$ cat src/rtl/wb_write_port.sv
// Write-back port: in-order buffer of retiring results that drives the register file write port,
// with a youngest-first bypass lookup. Define WB_RETIRE_CNT_EN to add the retire_count output.
module wb_write_port #(
    parameter int unsigned DEPTH = 2,
    parameter int unsigned AW    = 5,
    parameter int unsigned DW    = 32
) (
    input  logic          clk,
    input  logic          rst_n,
    input  logic          in_valid,
    output logic          in_ready,
    input  logic          in_reg_write,
    input  logic          in_mem_to_reg,
    input  logic [AW-1:0] in_rd,
    input  logic [DW-1:0] in_read_data,
    input  logic [DW-1:0] in_alu_result,
    input  logic          wp_ready,
    output logic          reg_write,
    output logic [AW-1:0] rd,
    output logic [DW-1:0] write_data,
    input  logic [AW-1:0] rs,
    input  logic [AW-1:0] rt,
    output logic          hit_a,
    output logic          hit_b,
    output logic [DW-1:0] fwd_a,
    output logic [DW-1:0] fwd_b
`ifdef WB_RETIRE_CNT_EN
    ,
    output logic [31:0]   retire_count
`endif
);

    localparam int unsigned PW = $clog2(DEPTH);
    localparam int unsigned CW = PW + 1;

    logic [AW-1:0] rd_q   [DEPTH];
    logic [AW-1:0] rd_d   [DEPTH];
    logic [DW-1:0] data_q [DEPTH];
    logic [DW-1:0] data_d [DEPTH];
    logic [PW-1:0] wptr_q, wptr_d;
    logic [PW-1:0] rptr_q, rptr_d;
    logic [CW-1:0] count_q, count_d;

    logic not_empty;
    logic accept;
    logic push;
    logic pop;

    assign not_empty = (count_q != '0);
    assign in_ready  = (count_q != CW'(DEPTH));
    assign accept    = in_valid && in_ready;
    // Writes to $0 and non-writing instructions are consumed without occupying a slot.
    assign push      = accept && in_reg_write && (in_rd != '0);
    assign pop       = not_empty && wp_ready;

    always_comb begin
        for (int i = 0; i < DEPTH; i++) begin
            rd_d[i]   = rd_q[i];
            data_d[i] = data_q[i];
        end
        wptr_d  = wptr_q;
        rptr_d  = rptr_q;
        count_d = count_q;
        if (push) begin
            rd_d[wptr_q]   = in_rd;
            data_d[wptr_q] = in_mem_to_reg ? in_read_data : in_alu_result;
            wptr_d         = wptr_q + 1'b1;
        end
        if (pop) begin
            rptr_d = rptr_q + 1'b1;
        end
        unique case ({push, pop})
            2'b10:   count_d = count_q + 1'b1;
            2'b01:   count_d = count_q - 1'b1;
            default: count_d = count_q;
        endcase
    end

    always_ff @(posedge clk or negedge rst_n) begin
        if (!rst_n) begin
            for (int i = 0; i < DEPTH; i++) begin
                rd_q[i]   <= '0;
                data_q[i] <= '0;
            end
            wptr_q  <= '0;
            rptr_q  <= '0;
            count_q <= '0;
        end else begin
            for (int i = 0; i < DEPTH; i++) begin
                rd_q[i]   <= rd_d[i];
                data_q[i] <= data_d[i];
            end
            wptr_q  <= wptr_d;
            rptr_q  <= rptr_d;
            count_q <= count_d;
        end
    end

    // Head entry is gated so a drained buffer presents zeros rather than stale contents.
    always_comb begin
        reg_write  = not_empty;
        rd         = not_empty ? rd_q[rptr_q] : '0;
        write_data = not_empty ? data_q[rptr_q] : '0;
    end

    // Walk oldest to youngest so the last match (youngest) wins.
    always_comb begin
        logic [PW-1:0] idx;
        idx   = '0;
        hit_a = 1'b0;
        hit_b = 1'b0;
        fwd_a = '0;
        fwd_b = '0;
        for (int i = 0; i < DEPTH; i++) begin
            idx = rptr_q + PW'(i);
            if (CW'(i) < count_q) begin
                if ((rs != '0) && (rd_q[idx] == rs)) begin
                    hit_a = 1'b1;
                    fwd_a = data_q[idx];
                end
                if ((rt != '0) && (rd_q[idx] == rt)) begin
                    hit_b = 1'b1;
                    fwd_b = data_q[idx];
                end
            end
        end
    end

`ifdef WB_RETIRE_CNT_EN
    logic [31:0] retire_cnt_q, retire_cnt_d;

    always_comb begin
        retire_cnt_d = retire_cnt_q;
        if (pop) begin
            retire_cnt_d = retire_cnt_q + 32'd1;
        end
    end

    always_ff @(posedge clk or negedge rst_n) begin
        if (!rst_n) begin
            retire_cnt_q <= '0;
        end else begin
            retire_cnt_q <= retire_cnt_d;
        end
    end

    assign retire_count = retire_cnt_q;
`endif

endmodule

$ cat config.mk
export PLATFORM = sky130hd
export DESIGN_NAME = wb_write_port
export DESIGN_NICKNAME = d
export VERILOG_FILES = /design/src/rtl/wb_write_port.sv
export SDC_FILE = /design/constraint.sdc
export NUM_CORES = 1
export LEC_CHECK = 0
export CAP_MARGIN = 20
export CORE_ASPECT_RATIO = 0.9
export CORE_MARGIN = 2
export CORE_UTILIZATION = 50
export DETAILED_ROUTE_END_ITERATION = 16
export PLACE_DENSITY = 0.9
export RECOVER_POWER = 100
export SLEW_MARGIN = 20
export SYNTH_ARGS = -nofsm -noshare
export SYNTH_HDL_FRONTEND = slang
export SYNTH_SLANG_ARGS = --single-unit
$ cat constraint.sdc
create_clock -name clk -period 5.8 [get_ports clk]
set_clock_uncertainty 0.2 [all_clocks]
set_input_delay 1.16 -clock clk [delete_from_list [all_inputs] [get_ports clk]]
set_output_delay 1.16 -clock clk [all_outputs]
set_load 0.01 [all_outputs]
==> metrics <==
run status complete, but fails checks; failing checks capacitance limit, slew limit; number of nets produced by synthesis roughly 700; number of max-slew violations in the final report between 100 and 150; antenna violations before repair 0; clk sink count roughly 80; Routed Antenna Nets 0; max_slew headroom -0.5914; mapped cell area ~5500 um2; effective utilization at floorplan 0.5122; average cell area after synthesis around 9.3 um2; die area roughly 12000 um2; multi-input logic area 3302 um2; Clock Pin Slew Worst Setup and Hold Paths 0.06 ns; final routed DRC violation total 0; proportion of layout cells with a drive suffix above 1 0.06430; first-pass GRT wire length 25890 um; area occupied by registers approximately 2000 um2; Worst IR Drop VDD between 0.2 and 0.3 mV; gpl congestion ~0.9; cell count after placement between 800 and 900; kind of path behind the tightest hold check reg2reg; Yosys warning total 0; RSZ-0062 raised after global routing false; Post CTS Setup Buffer Count 0; WL per Instance approximately 18 um; area added between synthesis and finish 39.46%; worst min-delay path startpoint count_q[0]; WP data required 4.44 ns; half-perimeter wire length of the detailed placement result between 10000 and 15000 um; root cell of the clock tree sky130_fd_sc_hd__clkbuf_16; final number of hold-violating endpoints 0; layout filler cell count approximately 800; maximum fanout along the worst path 33; Worst Max-Slew Pin Slew about 2.4 ns; setup TNS 0 ns; critical path class in2out; final worst path period need between 5 and 6 ns; Rows 36; vias after detailed routing around 5200; distinct cell type count after synthesis 24; static leakage power approximately 3.9 nW; non-filler instance count after layout ~900; total power divided by cell area between 500 and 600 nW/um2; 1st-iter DRT viols approximately 300; I/O pin total 190; gate count of the mapped netlist ~600; sequential element share of the synthesized area 0.3525; CTS H-tree depth 3; nets ~850; die height about 100 um; number of gates given a new drive strength after cts 0; launch point of the critical path rs[4]; Max Clock Freq 0.1855 GHz; count of inserted antenna diode cells 0; Chip Width approximately 110 um; Port Buf Inserts around 190; post-synthesis register bit count approximately 80; share of the clock period used by the worst path 0.9295; first-pass iteration count of the detailed router 5; maximum number of pins on one net before global-route repair 79; crit start category input pin; Clock Latency Late Sink roughly 0.32 ns; wire length reported by the detailed router ~16000 um; nature of the critical path endpoint output port; GRT Overall Usage 0.2689; Setup violations, final 0; remaining global-route overflow 0; cts-stage hold buffer count 0; clock tree from TritonCTS yes; number of global-route vias before repair about 5300; CP Data Arrival Time 4.03 ns; routed via count divided by cell count 5.834; CTS Buf Count 9; Core ar. about 11000 um2; Max Cap Viol 3; Clock Tree Buf Depth 2; worst reg2reg startpoint count_q[0]
==> flip-flops by register name, indices dropped and copies added (netlist names) <==
| signal | cells |
|---|---|
| count_q | 2 |
| data_q | 64 |
| rd_q | 10 |
| rptr_q | 1 |
| wptr_q | 1 |
==> cell type report <==
type	count	share of cell area
Timing Repair Buffer	200	0.2530
Multi-Input combinational cell	463	0.4276
Clock inverter	5	0.01070
Clock buffer	11	0.03144
Inverter	5	0.002431
Sequential cell	78	0.2533
Tap cell	133	0.02155
==> Yosys cell counts <==
library cell                count  share of area
sky130_fd_sc_hd__dfrtp_1       78           0.35
sky130_fd_sc_hd__xnor2_1       23          0.036
sky130_fd_sc_hd__clkbuf_1      23          0.016
sky130_fd_sc_hd__buf_4          1         0.0014
sky130_fd_sc_hd__nor4_4         2         0.0077
sky130_fd_sc_hd__or2_2          1         0.0011
sky130_fd_sc_hd__nor2b_1        1         0.0011
sky130_fd_sc_hd__nand3_2        2         0.0036
sky130_fd_sc_hd__mux2i_2        4         0.0099
sky130_fd_sc_hd__buf_6          7          0.014
sky130_fd_sc_hd__a21oi_1       32          0.029
sky130_fd_sc_hd__nand2_1       35          0.024
sky130_fd_sc_hd__o21ai_0       35          0.032
sky130_fd_sc_hd__xor2_1         1         0.0016
sky130_fd_sc_hd__mux2_2        10          0.020
sky130_fd_sc_hd__nand3_1       64          0.058
sky130_fd_sc_hd__nor4_2         2         0.0045
sky130_fd_sc_hd__nor2_1        77          0.052
sky130_fd_sc_hd__mux2i_1      166           0.30
sky130_fd_sc_hd__or4_1          3         0.0041
sky130_fd_sc_hd__o2111ai_2      1         0.0027
sky130_fd_sc_hd__ha_1           4         0.0090
sky130_fd_sc_hd__buf_2         18          0.016
sky130_fd_sc_hd__inv_1          5         0.0034
==> logic make-up after synthesis <==
group,synth area share
AOI/OAI and AO/OA,0.06328
xor gates and xnor gates,0.03797
adders and majority gates,0.009040
buffers and inverters,0.05085
DFF,0.3525
muxes,0.3304
and+or+nand+nor,0.1559
==> cell usage in the layout, fill, tap and decap left out, drive strengths merged <==
cell / n
a21oi: 32
buf: 7
bufinv: 2
clkbuf: 17
clkdlybuf4s50: 91
clkinvlp: 3
dfrtp: 78
dlygate4sd3: 96
ha: 4
inv: 5
mux2: 10
mux2i: 170
nand2: 35
nand3: 66
nor2: 77
nor2b: 1
nor4: 4
o2111ai: 1
o21ai: 35
or2: 1
or4: 3
xnor2: 23
xor2: 1
==> report_power, final <==
part | switching, W | internal [W] | leakage [nW]
clock | 0.000214 | 0.000389 | 0.148
sequential | 0.000251 | 0.000813 | 0.918
combinational | 0.00135 | 0.00106 | 2.81
==> through the flow <==
step	worst slack (ns)	hold slack [ns]	util	total power [W]	area, um2
global placement	0.8279	0.2821	0.6878	0.003440	7436
detailed placement	0.7424	0.2948	0.6878	0.003552	7436
CTS	0.7321	0.3079	0.7179	0.004168	7761
floorplan	1.978	0.2681	-	0.002542	5537
finish	0.4088	0.3051	0.7142	0.004081	7721
global route	0.3130	0.3264	0.7142	0.004351	7721
==> worst paths after layout <==
kind                       slack, ns  cells past startpoint    endpoint
max in group asynchronous       3.91                      1      rptr_q
setup / recovery                0.41                      8   fwd_a[11]
hold reg to reg                 0.31                      1  count_q[0]
hold / removal                  0.31                      1  count_q[0]
setup reg to reg                1.74                      7     rd_q[6]
min in group asynchronous       0.77                      1  data_q[37]
==> layer usage <==
metal / vias up / wire length (um) / GRT usage / part of all wire
met5: - / 0 / 0 / 0
met4: 0 / 353 / 0.1007 / 0.022
met3: 28 / 1246 / 0.04272 / 0.077
met2: 247 / 8003 / 0.4513 / 0.50
met1: 2532 / 6509 / 0.3477 / 0.40
li1: 2414 / - / - / -
==> worst max-delay path, stage by stage <==
cell	delay, ns
sky130_fd_sc_hd__clkdlybuf4s50_1	0.49
sky130_fd_sc_hd__or4_1	0.54
sky130_fd_sc_hd__nor2_1	0.17
sky130_fd_sc_hd__nor2_1	0.07
sky130_fd_sc_hd__nand3_2	0.07
sky130_fd_sc_hd__clkbuf_4	0.56
sky130_fd_sc_hd__mux2i_1	0.30
sky130_fd_sc_hd__dlygate4sd3_1	0.65
No activity file was read; power rests on OpenSTA's default activity.
